[config.mk]
export PLATFORM = sky130hd
export DESIGN_NAME = config_buffer_writer
export DESIGN_NICKNAME = d
export VERILOG_FILES = /design/src/rtl/config_pkg.sv /design/src/rtl/bin_to_bcd.sv /design/src/rtl/config_buffer_writer.sv
export SDC_FILE = /design/constraint.sdc
export NUM_CORES = 1
export LEC_CHECK = 0
export CAP_MARGIN = 20
export CORE_ASPECT_RATIO = 0.9
export CORE_UTILIZATION = 55
export CTS_CLUSTER_SIZE = 10
export DETAILED_ROUTE_END_ITERATION = 10
export HOLD_SLACK_MARGIN = 0.06
export PLACE_DENSITY = 0.8
export SYNTH_ARGS = -nofsm -noshare
export SYNTH_HDL_FRONTEND = slang
export SYNTH_SLANG_ARGS = --single-unit
export TNS_END_PERCENT = 1
[constraint.sdc]
create_clock -name clk_in -period 8.9 [get_ports clk_in]
set_clock_uncertainty 0.2 [all_clocks]
set_input_delay 1.78 -clock clk_in [delete_from_list [all_inputs] [get_ports clk_in]]
set_output_delay 1.78 -clock clk_in [all_outputs]
set_load 0.02 [all_outputs]
[src/rtl/config_pkg.sv]
// Shared constants, opcode/state enums and address helpers for the
// config-menu tile buffer writer.
package config_pkg;

  localparam int CFG_COLS      = 40;
  localparam int CFG_ROWS      = 23;
  localparam int CFG_BUF_DEPTH = CFG_COLS * CFG_ROWS;

  // Narrow forms of the limits so comparisons against ports stay width-matched.
  localparam logic [4:0] CFG_ROW_LIMIT = 5'(CFG_ROWS);
  localparam logic [6:0] CFG_COL_LIMIT = 7'(CFG_COLS);
  localparam logic [9:0] CFG_LAST_ADDR = 10'(CFG_BUF_DEPTH - 1);

  localparam logic [7:0] CFG_DIGIT_BASE = 8'h30;
  localparam logic [7:0] CFG_BLANK_TILE = 8'h20;

  typedef enum logic [1:0] {
    CFG_OP_CHAR  = 2'd0,
    CFG_OP_NUM   = 2'd1,
    CFG_OP_CLEAR = 2'd2,
    CFG_OP_RSVD  = 2'd3
  } cfg_op_t;

  typedef enum logic [1:0] {
    CFG_ST_IDLE    = 2'd0,
    CFG_ST_CONVERT = 2'd1,
    CFG_ST_EMIT    = 2'd2,
    CFG_ST_CLEAR   = 2'd3
  } cfg_state_t;

  // row*40+col built from shifts so no multiplier is needed.
  function automatic logic [9:0] cfg_addr(input logic [4:0] row, input logic [5:0] col);
    logic [9:0] r;
    r = {5'd0, row};
    return (r << 5) + (r << 3) + {4'd0, col};
  endfunction

  // Digit count: 0 means one digit, anything above five is five.
  function automatic logic [2:0] cfg_clamp_width(input logic [2:0] w);
    if (w == 3'd0) return 3'd1;
    else if (w > 3'd5) return 3'd5;
    else return w;
  endfunction

endpackage

[src/rtl/bin_to_bcd.sv]
// 16-bit binary to 5-digit BCD using shift-add-3, one bit per cycle.
// start_i loads the operand; the next 16 edges each perform one step.
// done_o is high during the cycle whose closing edge performs the final
// step, so bcd_o holds the finished result from that edge onward.
module bin_to_bcd (
  input  logic        clk_in,
  input  logic        rst_in,
  input  logic        start_i,
  input  logic [15:0] bin_i,
  output logic [19:0] bcd_o,
  output logic        done_o
);

  logic [15:0] bin_q;
  logic [19:0] bcd_q;
  logic [3:0]  cnt_q;
  logic        run_q;
  logic [19:0] adj;

  // Add 3 to every digit that is 5 or more before the next shift.
  always_comb begin
    adj = bcd_q;
    for (int i = 0; i < 5; i++) begin
      if (bcd_q[i*4 +: 4] >= 4'd5) adj[i*4 +: 4] = bcd_q[i*4 +: 4] + 4'd3;
    end
  end

  // Load on start, then shift one binary bit into the BCD field per cycle.
  always_ff @(posedge clk_in or negedge rst_in) begin
    if (!rst_in) begin
      bin_q <= '0;
      bcd_q <= '0;
      cnt_q <= '0;
      run_q <= 1'b0;
    end else if (start_i) begin
      bin_q <= bin_i;
      bcd_q <= '0;
      cnt_q <= '0;
      run_q <= 1'b1;
    end else if (run_q) begin
      {bcd_q, bin_q} <= {adj, bin_q} << 1;
      cnt_q          <= cnt_q + 4'd1;
      if (cnt_q == 4'd15) run_q <= 1'b0;
    end
  end

  assign bcd_o  = bcd_q;
  assign done_o = run_q && (cnt_q == 4'd15);

endmodule

[src/rtl/config_buffer_writer.sv]
// Expands single config-controller commands (place tile, render decimal
// number, clear buffer) into a stream of one-per-cycle tile-buffer writes.
//
// Handshake: a command transfers on a rising edge where cmd_valid_in and
// cmd_ready_out are both high; all cmd_* fields are captured on that edge.
// cmd_ready_out is a register that is high exactly when the FSM is in IDLE
// (and low for the first cycle after reset release).
module config_buffer_writer
  import config_pkg::*;
#(
  parameter logic [7:0] DIGIT_BASE = CFG_DIGIT_BASE,
  parameter logic [7:0] BLANK_TILE = CFG_BLANK_TILE
) (
  input  logic        clk_in,
  input  logic        rst_in,
  input  logic        cmd_valid_in,
  output logic        cmd_ready_out,
  input  logic [1:0]  cmd_op_in,
  input  logic [4:0]  cmd_row_in,
  input  logic [5:0]  cmd_col_in,
  input  logic [15:0] cmd_data_in,
  input  logic [2:0]  cmd_width_in,
  input  logic        cmd_zero_pad_in,
  output logic        buf_write_valid_out,
  output logic [9:0]  buf_write_addr_out,
  output logic [7:0]  buf_write_data_out,
  output logic        busy_out
);

  cfg_state_t  state_q;
  logic        ready_q;
  logic        busy_q;
  logic        wr_valid_q;
  logic [9:0]  wr_addr_q;
  logic [7:0]  wr_data_q;

  logic [4:0]  row_q;
  logic [5:0]  col_q;
  logic [7:0]  tile_q;
  logic [2:0]  width_q;
  logic        pad_q;
  logic [2:0]  emit_idx_q;
  logic        seen_nz_q;
  logic [9:0]  clr_addr_q;

  logic        accept_d;
  logic        bcd_start_d;
  logic        bcd_done;
  logic [19:0] bcd_w;
  logic        char_in_range_d;
  logic [2:0]  digit_idx_d;
  logic [3:0]  digit_d;
  logic [6:0]  emit_col_d;
  logic        emit_in_range_d;
  logic        emit_blank_d;
  logic [7:0]  emit_tile_d;
  logic        emit_last_d;

  assign accept_d        = cmd_valid_in && ready_q && (state_q == CFG_ST_IDLE);
  assign bcd_start_d     = accept_d && (cfg_op_t'(cmd_op_in) == CFG_OP_NUM);
  assign char_in_range_d = (cmd_row_in < CFG_ROW_LIMIT) && ({1'b0, cmd_col_in} < CFG_COL_LIMIT);

  bin_to_bcd u_bcd (
    .clk_in  (clk_in),
    .rst_in  (rst_in),
    .start_i (bcd_start_d),
    .bin_i   (cmd_data_in),
    .bcd_o   (bcd_w),
    .done_o  (bcd_done)
  );

  // Select the digit for the current emit slot (most significant first) and
  // decide its tile, its column and whether it falls outside the buffer.
  always_comb begin
    digit_idx_d = width_q - 3'd1 - emit_idx_q;
    case (digit_idx_d)
      3'd0:    digit_d = bcd_w[3:0];
      3'd1:    digit_d = bcd_w[7:4];
      3'd2:    digit_d = bcd_w[11:8];
      3'd3:    digit_d = bcd_w[15:12];
      3'd4:    digit_d = bcd_w[19:16];
      default: digit_d = 4'd0;
    endcase
    emit_col_d      = {1'b0, col_q} + {4'd0, emit_idx_q};
    emit_in_range_d = (row_q < CFG_ROW_LIMIT) && (emit_col_d < CFG_COL_LIMIT);
    // The units digit is never blanked so a zero value still shows '0'.
    emit_blank_d    = !pad_q && !seen_nz_q && (digit_d == 4'd0) && (digit_idx_d != 3'd0);
    emit_tile_d     = emit_blank_d ? BLANK_TILE : (DIGIT_BASE + {4'd0, digit_d});
    emit_last_d     = (emit_idx_q == (width_q - 3'd1));
  end

  // Command FSM with registered write port, ready and busy outputs.
  always_ff @(posedge clk_in or negedge rst_in) begin
    if (!rst_in) begin
      state_q    <= CFG_ST_IDLE;
      ready_q    <= 1'b0;
      busy_q     <= 1'b0;
      wr_valid_q <= 1'b0;
      wr_addr_q  <= '0;
      wr_data_q  <= '0;
      row_q      <= '0;
      col_q      <= '0;
      tile_q     <= '0;
      width_q    <= 3'd1;
      pad_q      <= 1'b0;
      emit_idx_q <= '0;
      seen_nz_q  <= 1'b0;
      clr_addr_q <= '0;
    end else begin
      wr_valid_q <= 1'b0;
      case (state_q)
        CFG_ST_IDLE: begin
          ready_q <= 1'b1;
          busy_q  <= 1'b0;
          if (accept_d) begin
            row_q   <= cmd_row_in;
            col_q   <= cmd_col_in;
            tile_q  <= cmd_data_in[7:0];
            width_q <= cfg_clamp_width(cmd_width_in);
            pad_q   <= cmd_zero_pad_in;
            case (cfg_op_t'(cmd_op_in))
              CFG_OP_CHAR: begin
                if (char_in_range_d) begin
                  wr_valid_q <= 1'b1;
                  wr_addr_q  <= cfg_addr(cmd_row_in, cmd_col_in);
                  wr_data_q  <= cmd_data_in[7:0];
                end
              end
              CFG_OP_NUM: begin
                state_q <= CFG_ST_CONVERT;
                ready_q <= 1'b0;
                busy_q  <= 1'b1;
              end
              CFG_OP_CLEAR: begin
                state_q    <= CFG_ST_CLEAR;
                ready_q    <= 1'b0;
                busy_q     <= 1'b1;
                clr_addr_q <= '0;
              end
              default: begin
              end
            endcase
          end
        end

        CFG_ST_CONVERT: begin
          if (bcd_done) begin
            state_q    <= CFG_ST_EMIT;
            emit_idx_q <= '0;
            seen_nz_q  <= 1'b0;
          end
        end

        CFG_ST_EMIT: begin
          // Off-buffer digits still consume their cycle, keeping spacing fixed.
          if (emit_in_range_d) begin
            wr_valid_q <= 1'b1;
            wr_addr_q  <= cfg_addr(row_q, emit_col_d[5:0]);
            wr_data_q  <= emit_tile_d;
          end
          if (digit_d != 4'd0) seen_nz_q <= 1'b1;
          if (emit_last_d) begin
            state_q <= CFG_ST_IDLE;
            ready_q <= 1'b1;
            busy_q  <= 1'b0;
          end else begin
            emit_idx_q <= emit_idx_q + 3'd1;
          end
        end

        CFG_ST_CLEAR: begin
          wr_valid_q <= 1'b1;
          wr_addr_q  <= clr_addr_q;
          wr_data_q  <= tile_q;
          clr_addr_q <= clr_addr_q + 10'd1;
          if (clr_addr_q == CFG_LAST_ADDR) begin
            state_q <= CFG_ST_IDLE;
            ready_q <= 1'b1;
            busy_q  <= 1'b0;
          end
        end

        default: begin
          state_q <= CFG_ST_IDLE;
        end
      endcase
    end
  end

  assign cmd_ready_out       = ready_q;
  assign busy_out            = busy_q;
  assign buf_write_valid_out = wr_valid_q;
  assign buf_write_addr_out  = wr_addr_q;
  assign buf_write_data_out  = wr_data_q;

endmodule
==> results by group <==
Status
  – Status: finished, final reports clean

Clock tree
  – CTS Buf Count: 9
  – Htree depth: 3
  – CTS Hold Bufs: 0
  – Clock Pin Slew Worst Setup and Hold Paths: 80 ps
  – CTS Buffer Depth: 2
  – # Post-CTS Setup Buffers: 0
  – TritonCTS Sinks: 101
  – Root Buffer: clkbuf_16
  – Post-CTS Resized: 0
  – TritonCTS clock tree: done
  – Clock latency at the later pin of the worst-skew pair: 350 ps

Synthesis
  – Post-synthesis mux area share: 12.17%
  – Synth Area in XOR/XNOR: 4.406%
  – Synth Cell Area: 6077 sq um
  – Post-Synth Simple-Gate Area: 14.12%
  – Dominant synthesized flop cell: dfrtp_1
  – Number of synthesized register bits: 101
  – Library cells used by synthesis: 63
  – Compound-gate portion of the synthesized area: 13.69%
  – Yosys top cell by area: dfrtp_1
  – Syn Area/Cell: 9.881 sq um
  – Synth Area in Adders: 10.21%
  – Mapped Cells: 615
  – Main combinational cell family by area after synthesis: simple AND/OR/NAND/NOR gates
  – Top post-synthesis cells by area: dfrtp_1, ha_1, mux2i_1, mux2_2, o21ai_0
  – EDFF count, synth: 0
  – Synthesized Nets: 697
  – Register area share after synthesis: 41.61%
  – Asr flop ratio synth: 100.0%
  – YS warnings: 0
  – Synth top area share: 41.18%

Placement
  – Dpl cell area: 6723 sq um
  – GP Congestion: 0.9165
  – Placed Cells: 780
  – Final HPWL DP: 9910 um
  – Number of port buffers: 56

Layout
  – Final std cell area, no fill: 7017 sq um
  – Layout cells sized above 1: 9.201%
  – Antenna diodes: 0
  – FILL cells: 850
  – Finished Layout Cells: 796
  – Nets: 740
  – Syn-to-layout area delta: 15.46%

Timing
  – Relative slew margins: 30.94%
  – Final Cycle Share: 49.19%
  – Post-route minimum period: 4378 ps
  – RSZ-0062 raised after global routing: no
  – Least-Margin Pin Slew: 1036 ps
  – Final setup fails: 0
  – Setup total negative slack: 0 ps
  – FMAX: 228.4 MHz
  – Max Slew Vio Count: 0
  – Hold Fails Final Rpt: 0

Critical path
  – Worst path cell trace: clkdlybuf4s50_1 -> and4bb_2 -> o2111ai_1 -> nand2_1 -> nor2_2 -> inv_2 -> mux2_2
  – Crit path buf inv count: 2
  – Worst path required time: 8940 ps
  – Worst Setup End Kind: flop
  – Worst r2r dst: buf_write_addr_out[7]
  – Crit Path Class: input port to flop
  – Reg2reg start: emit_idx_q[1]
  – Startpoint Class: input port
  – CP max stage cell: and4bb_2
  – CP arrival: 4420 ps
  – Crit Path Max Fanout: 33
  – R2R cell count: 13
  – Crit-path max cell delay: 760 ps
  – R2R Setup Slk: 4980 ps
  – CP top delay family: simple AND/OR/NAND/NOR gates

Power
  – VDD IR max: 0.1037 mV
  – Power Total: 943.3 uW
  – Lkg Pwr: 0.002965 uW
  – Pwr/cell area: 134.4 nW/um^2

Min path
  – Hold Crit Start: seen_nz_q
  – WHS Path Cells: 2
  – Hold EP: seen_nz_q
  – Worst Hold Class: flop to flop

Routing
  – Starting DRT DRC Count: 231
  – DRC viols: 0
  – First drt pass iteration count: 5
  – Avg WL per Cell: 17.36 um
  – Antenna-violating nets left: 0
  – Final wirelength: 13,820 um
  – Drt via density: 5.922
  – Routed vias: 4,714

Global routing
  – GRT Residual Overflow: 0
  – Vias in the first global route: 4,760
  – Initial antenna violation count: 0
  – Global-route usage over all layers: 25.98%
  – First-pass GRT wire length: 23,250 um
  – Largest net degree at the start of global routing: 74

Die
  – Initial core utilization: 56.22%
  – Die height: 101.7 um
  – Die area: 11,470 sq um
  – Core ar.: 10,810 sq um
  – Num rows: 36
  – Die width: 112.8 um
  – # IOs: 57

Run
  – Max_cap viols: 0
[cell families (layout without fill, tap and decap cells)]
family / count (synthesis) / count (layout)
multiplexers: 68 / 68
AND/OR/NAND/NOR: 176 / 176
adder cells (fa/ha/maj): 46 / 46
XOR/XNOR: 29 / 29
flip-flops: 101 / 101
AO/OA/AOI/OAI: 135 / 135
buffers and inverters: 60 / 108
[area by class of cell]
| type | instances | area [sq um] | area share (%) |
|---|---|---|---|
| Clock buffer | 10 | 229.0 | 3.263 |
| Clock inverter | 6 | 65.06 | 0.9272 |
| Inverter | 32 | 120.1 | 1.712 |
| Multi-Input combinational cell | 454 | 3318 | 47.29 |
| Sequential cell | 101 | 2530 | 36.06 |
| Tap cell | 133 | 166.4 | 2.372 |
| Timing Repair Buffer | 60 | 588.1 | 8.381 |
[metrics by stage]
step	utilization (%)	hold WS (ps)	worst slack [ps]
after floorplan	-	239.1	5133
after global placement	62.19	255.2	4309
after detailed placement	62.19	263.4	4225
after CTS	64.91	279.9	4536
after global routing	64.91	317.8	4338
final	64.91	283.7	4522
[state kept, by name, indices dropped and copies added, names as in the netlist, 2 cells and up]
register / cells
u_bcd.bcd_o: 20
u_bcd.bin_q: 16
buf_write_addr_out: 10
clr_addr_q: 10
buf_write_data_out: 8
tile_q: 8
col_q: 6
row_q: 5
u_bcd.cnt_q: 4
emit_idx_q: 3
width_q: 3
state_q: 2
[worst reg2reg max path, stage by stage (launching register included)]
cell,delay [ps]
dfrtp_1,440
ha_1,300
a21o_1,240
a21oi_1,270
nor2_1,100
xnor2_1,150
fa_1,540
inv_1,50
ha_1,290
a21o_1,200
a22o_1,210
o311ai_0,520
o21ai_0,180
a21oi_1,170
[worst max path at each step]
stage | to | cells after the start | slack [ps] | from
detailed placement | buf_write_addr_out[3] | 7 | 4230 | cmd_valid_in
CTS | buf_write_addr_out[3] | 7 | 4540 | cmd_valid_in
finish | buf_write_addr_out[5] | 7 | 4520 | cmd_valid_in
floorplan | buf_write_addr_out[8] | 7 | 5130 | cmd_row_in[0]
global route | buf_write_addr_out[3] | 7 | 4340 | cmd_valid_in
global placement | buf_write_addr_out[5] | 7 | 4310 | cmd_valid_in
[cell usage in the layout, fill, tap and decap left out, types with 3 or more instances in the layout]
cell type        synthesis  routed
a21o_1                   5       5
buf_4                    1       5
nor3_1                  18      18
xnor2_1                 18      18
o21ai_0                 53      53
clkbuf_16                0       9
fa_1                     6       6
o41ai_1                  3       3
nor2_1                  42      42
xor2_1                  10      10
nor2b_1                  7       7
a21oi_1                 35      35
ha_1                    40      40
and2_1                   6       6
nand2_1                 51      51
dfrtp_1                100      99
a31o_2                   4       4
o22ai_1                  3       3
a31oi_1                  7       7
mux2_2                  26      26
and3_1                   4       4
o311ai_0                 3       3
nand3_1                 15      15
clkdlybuf4s50_1          0      55
mux2i_1                 39      39
nand4_1                  4       4
nand2b_1                13      13
o21bai_1                 4       4
inv_1                   30      30
[cell usage after synthesis (3+ instances only)]
cell type / number
fa_1: 6
nor2_1: 42
a21oi_1: 35
ha_1: 40
buf_1: 5
mux2i_1: 39
o22ai_1: 3
and2_1: 6
xnor2_1: 18
nor2b_1: 7
a31o_2: 4
clkbuf_1: 21
o21ai_0: 53
and3_1: 4
a21o_1: 5
nor3_1: 18
dfrtp_1: 100
o41ai_1: 3
nand4_1: 4
nand2b_1: 13
a31oi_1: 7
nand2_1: 51
inv_1: 30
o311ai_0: 3
nand3_1: 15
o21bai_1: 4
xor2_1: 10
mux2_2: 26
[power by group]
group / switching [uW] / total [uW] / internal (uW)
registers: 3.94 / 469 / 465
logic: 44.3 / 86.6 / 42.3
clock network: 189 / 388 / 199
[metal layers]
layer	up-vias	global-route usage, %	wire length [um]
met1	2291	35.25	6244
met2	135	41.98	6487
li1	2268	-	-
met5	-	0	0
met3	20	5.745	864
met4	0	8.205	221
Power figures use the tool's default switching activity.
